File: src/rtl/multi_digit_bcd_counter_pkg.sv
// Shared constants for the multi-digit BCD counter: digit width and the
// active-low seven-segment patterns {a,b,c,d,e,f,g,dp} with a in bit 7.
package multi_digit_bcd_counter_pkg;

   localparam int BCD_W = 4;

   typedef logic [BCD_W-1:0] bcd_t;

   localparam bcd_t BCD_MAX = 4'd9;

   localparam logic [7:0] SEG_0     = 8'b0000_0011;
   localparam logic [7:0] SEG_1     = 8'b1001_1111;
   localparam logic [7:0] SEG_2     = 8'b0010_0101;
   localparam logic [7:0] SEG_3     = 8'b0000_1101;
   localparam logic [7:0] SEG_4     = 8'b1001_1001;
   localparam logic [7:0] SEG_5     = 8'b0100_1001;
   localparam logic [7:0] SEG_6     = 8'b0100_0001;
   localparam logic [7:0] SEG_7     = 8'b0001_1111;
   localparam logic [7:0] SEG_8     = 8'b0000_0001;
   localparam logic [7:0] SEG_9     = 8'b0000_1001;
   localparam logic [7:0] SEG_BLANK = 8'b1111_1111;

   // Codes 10..15 never reach the display because loads saturate at 9.
   function automatic logic [7:0] bcdToSeg(input bcd_t d);
      case (d)
         4'd0:    bcdToSeg = SEG_0;
         4'd1:    bcdToSeg = SEG_1;
         4'd2:    bcdToSeg = SEG_2;
         4'd3:    bcdToSeg = SEG_3;
         4'd4:    bcdToSeg = SEG_4;
         4'd5:    bcdToSeg = SEG_5;
         4'd6:    bcdToSeg = SEG_6;
         4'd7:    bcdToSeg = SEG_7;
         4'd8:    bcdToSeg = SEG_8;
         4'd9:    bcdToSeg = SEG_9;
         default: bcdToSeg = SEG_BLANK;
      endcase
   endfunction

endpackage

File: src/rtl/bcd_digit.sv
// One decade of the counter: steps up or down when its carry/borrow input is
// set, and reports carry (9->0) or borrow (0->9) to the next decade.
module bcd_digit
   import multi_digit_bcd_counter_pkg::*;
(
   input  logic i_clk,
   input  logic i_rst_n,
   input  logic i_clr,
   input  logic i_load,
   input  bcd_t i_loadVal,
   input  logic i_up,
   input  logic i_carryIn,
   output bcd_t o_digit,
   output logic o_carryOut
);

   bcd_t r_digit;

   assign o_carryOut = i_carryIn && (i_up ? (r_digit == BCD_MAX) : (r_digit == '0));
   assign o_digit    = r_digit;

   // Loaded values above 9 are clamped so the digit always stays valid BCD.
   always_ff @(posedge i_clk or negedge i_rst_n) begin
      if (!i_rst_n) begin
         r_digit <= '0;
      end else if (i_clr) begin
         r_digit <= '0;
      end else if (i_load) begin
         r_digit <= (i_loadVal > BCD_MAX) ? BCD_MAX : i_loadVal;
      end else if (i_carryIn) begin
         if (i_up) r_digit <= (r_digit == BCD_MAX) ? '0 : r_digit + 1'b1;
         else      r_digit <= (r_digit == '0) ? BCD_MAX : r_digit - 1'b1;
      end
   end

endmodule

File: src/rtl/multi_digit_bcd_counter.sv
// Prescaled up/down BCD counter with a multiplexed, active-low seven-segment
// display driver and optional leading-zero blanking.
module multi_digit_bcd_counter
   import multi_digit_bcd_counter_pkg::*;
#(
   parameter int NDIG     = 3,
   parameter int TICK_DIV = 4194304,
   parameter int SCAN_DIV = 32768
) (
   input  logic                    i_clk,
   input  logic                    i_rst_n,
   input  logic                    i_en,
   input  logic                    i_up,
   input  logic                    i_clr,
   input  logic                    i_load,
   input  logic [BCD_W*NDIG-1:0]   i_loadVal,
   input  logic                    i_blankLz,
   output logic [BCD_W*NDIG-1:0]   o_count,
   output logic                    o_tc,
   output logic [7:0]              o_seg,
   output logic [NDIG-1:0]         o_com
);

   localparam int PW = $clog2(TICK_DIV);
   localparam int SW = (SCAN_DIV > 1) ? $clog2(SCAN_DIV) : 1;
   localparam logic [PW-1:0]   PRESC_LAST = PW'(TICK_DIV - 1);
   localparam logic [SW-1:0]   SCAN_LAST  = SW'(SCAN_DIV - 1);
   localparam logic [NDIG-1:0] COM_RESET  = ~(NDIG'(1));

   logic [PW-1:0]         r_presc;
   logic [SW-1:0]         r_scan;
   logic [NDIG-1:0]       r_com;
   logic                  r_tc;
   logic                  w_hold;
   logic                  w_tick;
   logic [NDIG:0]         w_carry;
   logic [BCD_W*NDIG-1:0] w_count;
   logic [NDIG:0]         w_upperZero;
   logic [3:0]            w_lowCnt;
   bcd_t                  w_actDigit;
   logic                  w_actBlank;
   logic [7:0]            w_seg;

   assign w_hold     = i_clr | i_load;
   assign w_tick     = i_en && (r_presc == PRESC_LAST);
   assign w_carry[0] = w_tick;

   for (genvar g = 0; g < NDIG; g++) begin : gDigit
      bcd_digit uDigit (
         .i_clk      (i_clk),
         .i_rst_n    (i_rst_n),
         .i_clr      (i_clr),
         .i_load     (i_load),
         .i_loadVal  (i_loadVal[g*BCD_W +: BCD_W]),
         .i_up       (i_up),
         .i_carryIn  (w_carry[g]),
         .o_digit    (w_count[g*BCD_W +: BCD_W]),
         .o_carryOut (w_carry[g+1])
      );
   end

   always_ff @(posedge i_clk or negedge i_rst_n) begin
      if (!i_rst_n) begin
         r_presc <= '0;
      end else if (w_hold) begin
         r_presc <= '0;
      end else if (i_en) begin
         r_presc <= w_tick ? '0 : r_presc + 1'b1;
      end
   end

   // A carry out of the top decade means the whole count wrapped on this tick.
   always_ff @(posedge i_clk or negedge i_rst_n) begin
      if (!i_rst_n) r_tc <= 1'b0;
      else          r_tc <= !w_hold && w_carry[NDIG];
   end

   always_ff @(posedge i_clk or negedge i_rst_n) begin
      if (!i_rst_n) begin
         r_scan <= '0;
         r_com  <= COM_RESET;
      end else if (r_scan == SCAN_LAST) begin
         r_scan <= '0;
         r_com  <= (r_com << 1) | (r_com >> (NDIG - 1));
      end else begin
         r_scan <= r_scan + 1'b1;
      end
   end

   // w_upperZero[k] is set when digits k..NDIG-1 are all zero.
   always_comb begin
      w_upperZero       = '0;
      w_upperZero[NDIG] = 1'b1;
      w_lowCnt          = '0;
      w_actDigit        = '0;
      w_actBlank        = 1'b0;
      w_seg             = SEG_BLANK;
      for (int k = NDIG - 1; k >= 0; k--) begin
         w_upperZero[k] = (w_count[k*BCD_W +: BCD_W] == '0) && w_upperZero[k+1];
      end
      for (int k = 0; k < NDIG; k++) begin
         if (!r_com[k]) begin
            w_lowCnt   = w_lowCnt + 1'b1;
            w_actDigit = w_count[k*BCD_W +: BCD_W];
            w_actBlank = i_blankLz && (k != 0) && w_upperZero[k];
         end
      end
      if (w_lowCnt == 4'd1) begin
         w_seg = w_actBlank ? SEG_BLANK : bcdToSeg(w_actDigit);
      end
   end

   assign o_count = w_count;
   assign o_tc    = r_tc;
   assign o_com   = r_com;
   assign o_seg   = w_seg;

endmodule

File: config.mk
export PLATFORM = sky130hd
export DESIGN_NAME = multi_digit_bcd_counter
export DESIGN_NICKNAME = d
export VERILOG_FILES = /design/src/rtl/multi_digit_bcd_counter_pkg.sv /design/src/rtl/bcd_digit.sv /design/src/rtl/multi_digit_bcd_counter.sv
export SDC_FILE = /design/constraint.sdc
export NUM_CORES = 1
export LEC_CHECK = 0
export ABC_AREA = 1
export BUFFER_PORTS_ARGS = -buffer_cell sky130_fd_sc_hd__buf_2
export CAP_MARGIN = 20
export CORE_MARGIN = 2
export CORE_UTILIZATION = 42
export DETAILED_ROUTE_END_ITERATION = 6
export PLACE_DENSITY_LB_ADDON = 0.08
export SETUP_SLACK_MARGIN = 0.5
export SYNTH_ARGS = -nofsm -noshare
export SYNTH_HDL_FRONTEND = slang
export SYNTH_HIERARCHICAL = 1
export SYNTH_SLANG_ARGS = --single-unit
File: constraint.sdc
create_clock -name i_clk -period 2.75 [get_ports i_clk]
set_input_delay 0.1375 -clock i_clk [delete_from_list [all_inputs] [get_ports i_clk]]
set_output_delay 0.1375 -clock i_clk [all_outputs]
set_load 0.02 [all_outputs]
# Word-level counts from Yosys, hierarchy flattened
# Memory sizes are Yosys's and may differ from the RTL's.
# Index checks and enable logic that the tools add are counted.
[op_classes] reduce_logical=16 n_lt_le_gt_ge=3 eq_ne=6 n_mux=38 n_bitwise=2 addsub=10
[ops] cell="$mux 4" n=26
[ops] cell="$mux 22" n=3
[ops] cell="$add 22x1->22 const B" n=1
[ops] cell="$eq 22x22->1 const B" n=1
[ops] cell="$add 4x1->4 const B" n=4
[ops] cell="$mux 8" n=2
[ops] cell="$add 15x1->15 const B" n=1
[ops] cell="$eq 15x15->1 const B" n=1
[ops] cell="$mux 15" n=1
[ops] cell="$eq 4x4->1 const B" n=3
[ops] cell="$gt 4x4->1 const B" n=3
[ops] cell="$logic_not 4->1" n=3
[ops] cell="$sub 4x1->4 const B" n=3
[ops] cell="$reduce_bool 3->1" n=3
[ops] cell="$logic_and 1x1->1" n=8
[ops] cell="$mux 1" n=6
[ops] cell="$eq 4x1->1 const B" n=1
[ops] cell="$or 3x1->3" n=1
[ops] cell="$add 1x1->2 const B" n=1
[ops] cell="$reduce_bool 2->1" n=1
[ops] cell="$logic_not 1->1" n=1
[ops] cell="$or 1x1->1" n=1
[word_totals] romBits=112 n_memories=1 wordCells=83 output_inout_bits=24 ff_bits=53 inputBits=19
[mem_list] name="(no name shown)" words=16 word_bits=7 rd=1 rd_ports_with_merged_regs=0 wr=0 line_no="multi_digit_bcd_counter_pkg.sv:25" source="case (d)"

# Logic depth before layout (Yosys ltp)
[logic_depth] word_depth=7 mapped_depth=16 ltp_nobuf=16

# Cells and area by module
# Netlist, hierarchy kept.
[modules_own_cells] module="multi_digit_bcd_counter" area_per_inst_um2=2673.8 seq_area_each_um2=1028.5 cells_each=377 n_inst=1
[modules_own_cells] module="bcd_digit" area_per_inst_um2=362.8 seq_area_each_um2=100.1 cells_each=63 n_inst=3

# Worst setup path after synthesis
# OpenSTA, ideal clock, no wires.
[synth_timing] path_type="register to register" startpoint="register r_presc[0]" endpoint="register gDigit[2].uDigit.r_digit[0]" setup_time_ps=82 arrival_ps=2095 slack_ps=573 path_stages_with_launch=17 path_cell_list="dfrtp_1 ha_1 nand2_2 nor2_2 nand2_2 nor4_1 and2_1 inv_1 a211oi_1 inv_1 a211oi_1 inv_1 nand3_2 nand2_1 inv_2 o21ai_1 o22ai_1"
[synth_via] elab_chain_len=5
[synth_rtl] element="start, declared" line_no="multi_digit_bcd_counter.sv:30" source="logic [PW-1:0] r_presc;"
[synth_rtl] element="start signal, assigned" line_no="multi_digit_bcd_counter.sv:68" source="r_presc <= w_tick ? '0 : r_presc + 1'b1;"
[synth_rtl] element="$eq 22x22->1" line_no="multi_digit_bcd_counter.sv:45" source="assign w_tick = i_en && (r_presc == PRESC_LAST);"
[synth_rtl] element="$logic_and 1x1->1" line_no="multi_digit_bcd_counter.sv:45"
[synth_rtl] element="net w_carry[0]" line_no="multi_digit_bcd_counter.sv:36" source="logic [NDIG:0] w_carry;"
[synth_rtl] element="$logic_and 1x1->1" line_no="bcd_digit.sv:19" source="assign o_carryOut = i_carryIn && (i_up ? (r_digit == BCD_MAX) : (r_digit == '0));"
[synth_rtl] element="net w_carry[1]" line_no="multi_digit_bcd_counter.sv:36"
[synth_rtl] element="$logic_and 1x1->1" line_no="bcd_digit.sv:19"
[synth_rtl] element="net w_carry[2]" line_no="multi_digit_bcd_counter.sv:36"
[synth_rtl] element="$reduce_bool 3->1 (no line)"
[synth_rtl] element="end signal, assigned" line_no="bcd_digit.sv:29" source="r_digit <= (i_loadVal > BCD_MAX) ? BCD_MAX : i_loadVal;"
[synth_rtl] element="end signal, assigned" line_no="bcd_digit.sv:31" source="if (i_up) r_digit <= (r_digit == BCD_MAX) ? '0 : r_digit + 1'b1;"
[synth_rtl] element="end signal, assigned" line_no="bcd_digit.sv:32" source="else r_digit <= (r_digit == '0) ? BCD_MAX : r_digit - 1'b1;"
[synth_rtl] element="end, declared" line_no="bcd_digit.sv:17" source="bcd_t r_digit;"
# The timed path passes the listed nets, and every way through them passes these cells.
# A chain may end at the register's enable or synchronous reset.

# Final worst setup path
[layout_timing] startpoint="register r_com[1], in the netlist o_com[1]" endpoint="output port o_seg[4]"
[layout_via] elab_chain_len=5 word_cells_on_any_way=11 classes_between="add/sub: 1; eq/ne: 1; mux: 8; memory: 1"
[layout_rtl] element="start, declared" line_no="multi_digit_bcd_counter.sv:32" source="logic [NDIG-1:0] r_com;"
[layout_rtl] element="start signal, assigned" line_no="multi_digit_bcd_counter.sv:84" source="r_com <= (r_com << 1) | (r_com >> (NDIG - 1));"
[layout_rtl] element="$mux 4" line_no="multi_digit_bcd_counter.sv:102" source="if (!r_com[k]) begin"
[layout_rtl] element="$add 4x1->4 / $mux 4 (equally long branches)" line_no="multi_digit_bcd_counter.sv:103, multi_digit_bcd_counter.sv:102"
[layout_rtl] element="$mux 4 / $mem_v2 16x7 (equally long branches)"
[layout_rtl] element="$eq 4x1->1 / $mux 8 (equally long branches)" line_no="multi_digit_bcd_counter.sv:108, multi_digit_bcd_counter.sv:109"
[layout_rtl] element="$mux 8 (*)" line_no="multi_digit_bcd_counter.sv:108" source="if (w_lowCnt == 4'd1) begin"
[layout_rtl] element="end, declared" line_no="multi_digit_bcd_counter.sv:20" source="output logic [7:0] o_seg,"
# Every way passes the cells marked *; elsewhere a longest branch is shown, timed or not.

==> metrics <==
outcome finished clean; combinational share of power 20.7%; path type of the worst setup path reg -> out; crit-path cells inv_4 > nand2_2 > nand2_2 > o22ai_4 > inv_2 > ha_4 > or2_4 > nand3_2 > nand2_2 > buf_6; fraction of final layout cells with drive strength greater than 1 24.7%; root buffer selected by CTS clkbuf_8; CTS HTree Levels 2; number of filler instances in the final layout 865; busiest grt layer met2; sink count of the clock tree 53; GRT Resource Usage Total 19.4%; post-route clock period utilization 82.1%; Rel. slew slack 53.6%; die extent in y 98.6 microns; Critical Path Sink Type output port; antenna-violating nets left 0; max-cap viol count 0; worst slew pin tran 695 ps; clk buf depth 2; final-report setup violation count 0; largest fanout on the critical path 5; arrival time at the worst endpoint 2120 ps; worst-path cell with the longest stage delay dfstp_2; Core Util, Final 53.2%; Fin Setup TNS 0 ps; net switching power figure 0.000565 W; Worst EP required 2610 ps; number of DRC markers after the initial detailed-route iteration 211; routability cong. 0.854; maximum ir drop on the vdd rail 231 uV; Final min period 2260 ps; met3 Resource Use GR 2.98%; PD cells 363 mW/mm^2; antenna fix cells 0; class of the tightest hold or removal check in -> reg; CP peak stage delay 620 ps; input/output buffers 41; clock buffers created by TritonCTS 5; peak clock frequency supported by timing 443 MHz; final cell count without fillers 744; top-level port count 43; proportion of power drawn by flip-flops and latches 50.4%; area of the die 0.00973 sq mm; TritonCTS clock tree yes; family with the most delay on the worst path flip-flops; remaining global-route overflow 0; initial standard-cell utilization of the core 43.1%; number of nets produced by synthesis 594; clock latency on the worst-skew pair 320 ps; Layout area overhead 23.3%; Clock Power Share 28.9%; synthesized area per cell 6.65 sq um; number of warnings issued by yosys 6; CORE AREA 0.00872 sq mm; register bit count reported by yosys 53; number of distinct standard cells referenced by the synthesized netlist 42; P_leak 2.36 nW; setup repair after global routing missed its margin true; met1 Usage GRT 27.4%; area used by multi-input combinational logic 0.00225 sq mm; standard cell area after detailed placement 0.00407 sq mm; launching element type of the critical path flip-flop; area of all placed cells without fillers 0.00464 sq mm; register area share after synthesis 35.3%; Most common cell on crit path nand2_2; DR vias 3701; endpoints failing hold 0; WL final 9250 microns; combined flip-flop and latch cell area 0.00133 sq mm; number of nets in the finished design 663; average wire per standard cell 12.4 microns; half-perimeter wire length of the detailed placement result 6550 microns; Buffers & Inverters on Critical Path 3; Layout Skew 18.7 ps; antenna violations before repair 0; maximum number of pins on one net before global-route repair 54; first-pass GRT wire length 15800 microns; GR Layer Usage met2 31.5%; proportion of total power due to net switching 33.6%; average vias per placed instance 4.97; placement row count 34; DP Cell Count 709; synthesized netlist cell count 566; clock-pin slew on the worst setup and hold paths 120 ps; number of max-slew violations in the final report 0; number of global-route vias before repair 3424; detailed-router iteration count before antenna repair 5; Chip Width 98.6 microns; number of remaining DRC errors 0; post-synthesis cell area 0.00376 sq mm; Cell Int Power 0.00112 W
## power by group through the flow
stage / logic (W) / clock network [W] / registers [W]
final: 0.000348 / 0.000485 / 0.000848
after global routing: 0.000395 / 0.000541 / 0.000855
after CTS: 0.000328 / 0.000507 / 0.000847
after detailed placement: 0.000300 / 0 / 0.000862
after global placement: 0.000296 / 0 / 0.000860
after floorplan: 0.000181 / 0 / 0.000870
## cell usage after synthesis, drive strengths merged
master,count,area [sq um]
clkbuf,1,3.75
nand2,177,684
ha,9,113
a21o,1,7.51
nor4,2,12.5
nand4,14,93.8
buf,7,46.3
and2,2,12.5
o22ai,5,37.5
dfstp,2,52.6
clkinv,3,11.3
o21bai,1,7.51
dfrtp,51,1280
a211oi,3,22.5
a21boi,1,7.51
conb,1,3.75
or2,3,18.8
nor2,67,287
nor3,17,90.1
o21ai,17,85.1
inv,90,338
nand3b,1,7.51
nand3,59,320
o32ai,1,8.76
xor2,5,43.8
a21oi,17,96.4
xnor2,6,52.6
nor3b,1,7.51
o211ai,2,15.0
## cells by family after synthesis
kind of cell	synth area share, %
AOI/OAI and AO/OA	7.65
and+or+nand+nor	40.8
adders and majority gates	2.99
other	0.0997
DFF	35.3
xor gates and xnor gates	2.56
buffers and inverters	10.6
## per-stage QoR
step                worst slack, ps  total power, W  hold slack [ps]
global route                    389         0.00179              128
finish                          494         0.00168              106
detailed placement              210         0.00116              322
floorplan                       573         0.00105             -158
CTS                             500         0.00168             98.9
global placement                293         0.00116              317
## sequential cells by signal, summed over array words and instances, names as in the netlist
signal                 count
gDigit.uDigit/o_digit     12
o_com                      3
o_tc                       1
r_presc                   22
r_scan                    15
## cell usage in the layout, fill, tap and decap left out, types with 3 or more instances in the layout
| cell type | instances |
|---|---|
| nand2_1 | 159 |
| nor3_1 | 16 |
| xor2_1 | 5 |
| buf_6 | 10 |
| o21ai_1 | 3 |
| clkinv_1 | 3 |
| nand3_2 | 11 |
| o22ai_1 | 3 |
| ha_1 | 3 |
| a21oi_2 | 3 |
| nor2_4 | 4 |
| a21oi_1 | 14 |
| a211oi_2 | 3 |
| dfrtp_1 | 50 |
| nand4_1 | 13 |
| buf_2 | 35 |
| nand2_4 | 3 |
| buf_4 | 24 |
| clkbuf_8 | 5 |
| nor2_2 | 7 |
| nand2_2 | 15 |
| inv_1 | 76 |
| nand3_1 | 48 |
| ha_4 | 4 |
| nor2_1 | 56 |
| xnor2_1 | 6 |
| o21ai_0 | 13 |
| inv_2 | 13 |
## per-layer routing
| metal | wire [microns] | share of wire (%) |
|---|---|---|
| met1 | 4500 | 49 |
| met2 | 4340 | 47 |
| met3 | 306 | 3.3 |
| met4 | 102 | 1.1 |
| met5 | 0 | 0 |
## worst register-to-register path, delay by kind of cell (launching register included)
family / cells / cell delay (ps)
AND/OR/NAND/NOR: 7 / 730
flip-flops: 1 / 400
AO/OA/AOI/OAI: 4 / 430
buffers and inverters: 4 / 290
adder cells (fa/ha/maj): 1 / 160
## final cells by class
class,instances,share of cell area [%]
Multi-Input combinational cell,412,48.4
Sequential cell,53,28.7
Timing Repair Buffer,70,10.3
Inverter,93,7.58
Tap cell,108,2.91
Clock buffer,5,1.48
Clock inverter,3,0.620
## worst paths after layout
check	startpoint	end	slack [ps]	cells after the start
setup / recovery	o_com[1]	o_seg[4]	490	10
hold / removal	i_loadVal[8]	gDigit[2].uDigit/o_digit[0]	110	3
min in group asynchronous	i_rst_n	r_scan[13]	470	3
setup reg to reg	r_presc[1]	gDigit[2].uDigit/o_digit[0]	660	16
hold reg to reg	r_scan[0]	r_scan[0]	470	1
max in group asynchronous	i_rst_n	r_presc[5]	1800	3
## what timing repair did
action	CTS	global route
hold buffers	1	0
gates resized for setup	30	39
pin swaps	11	16
hold endpoints to repair	51	0
cloned	0	0
buffers inserted	17	9
setup endpoints to repair	16	16
(Power assumes the default switching activity.)
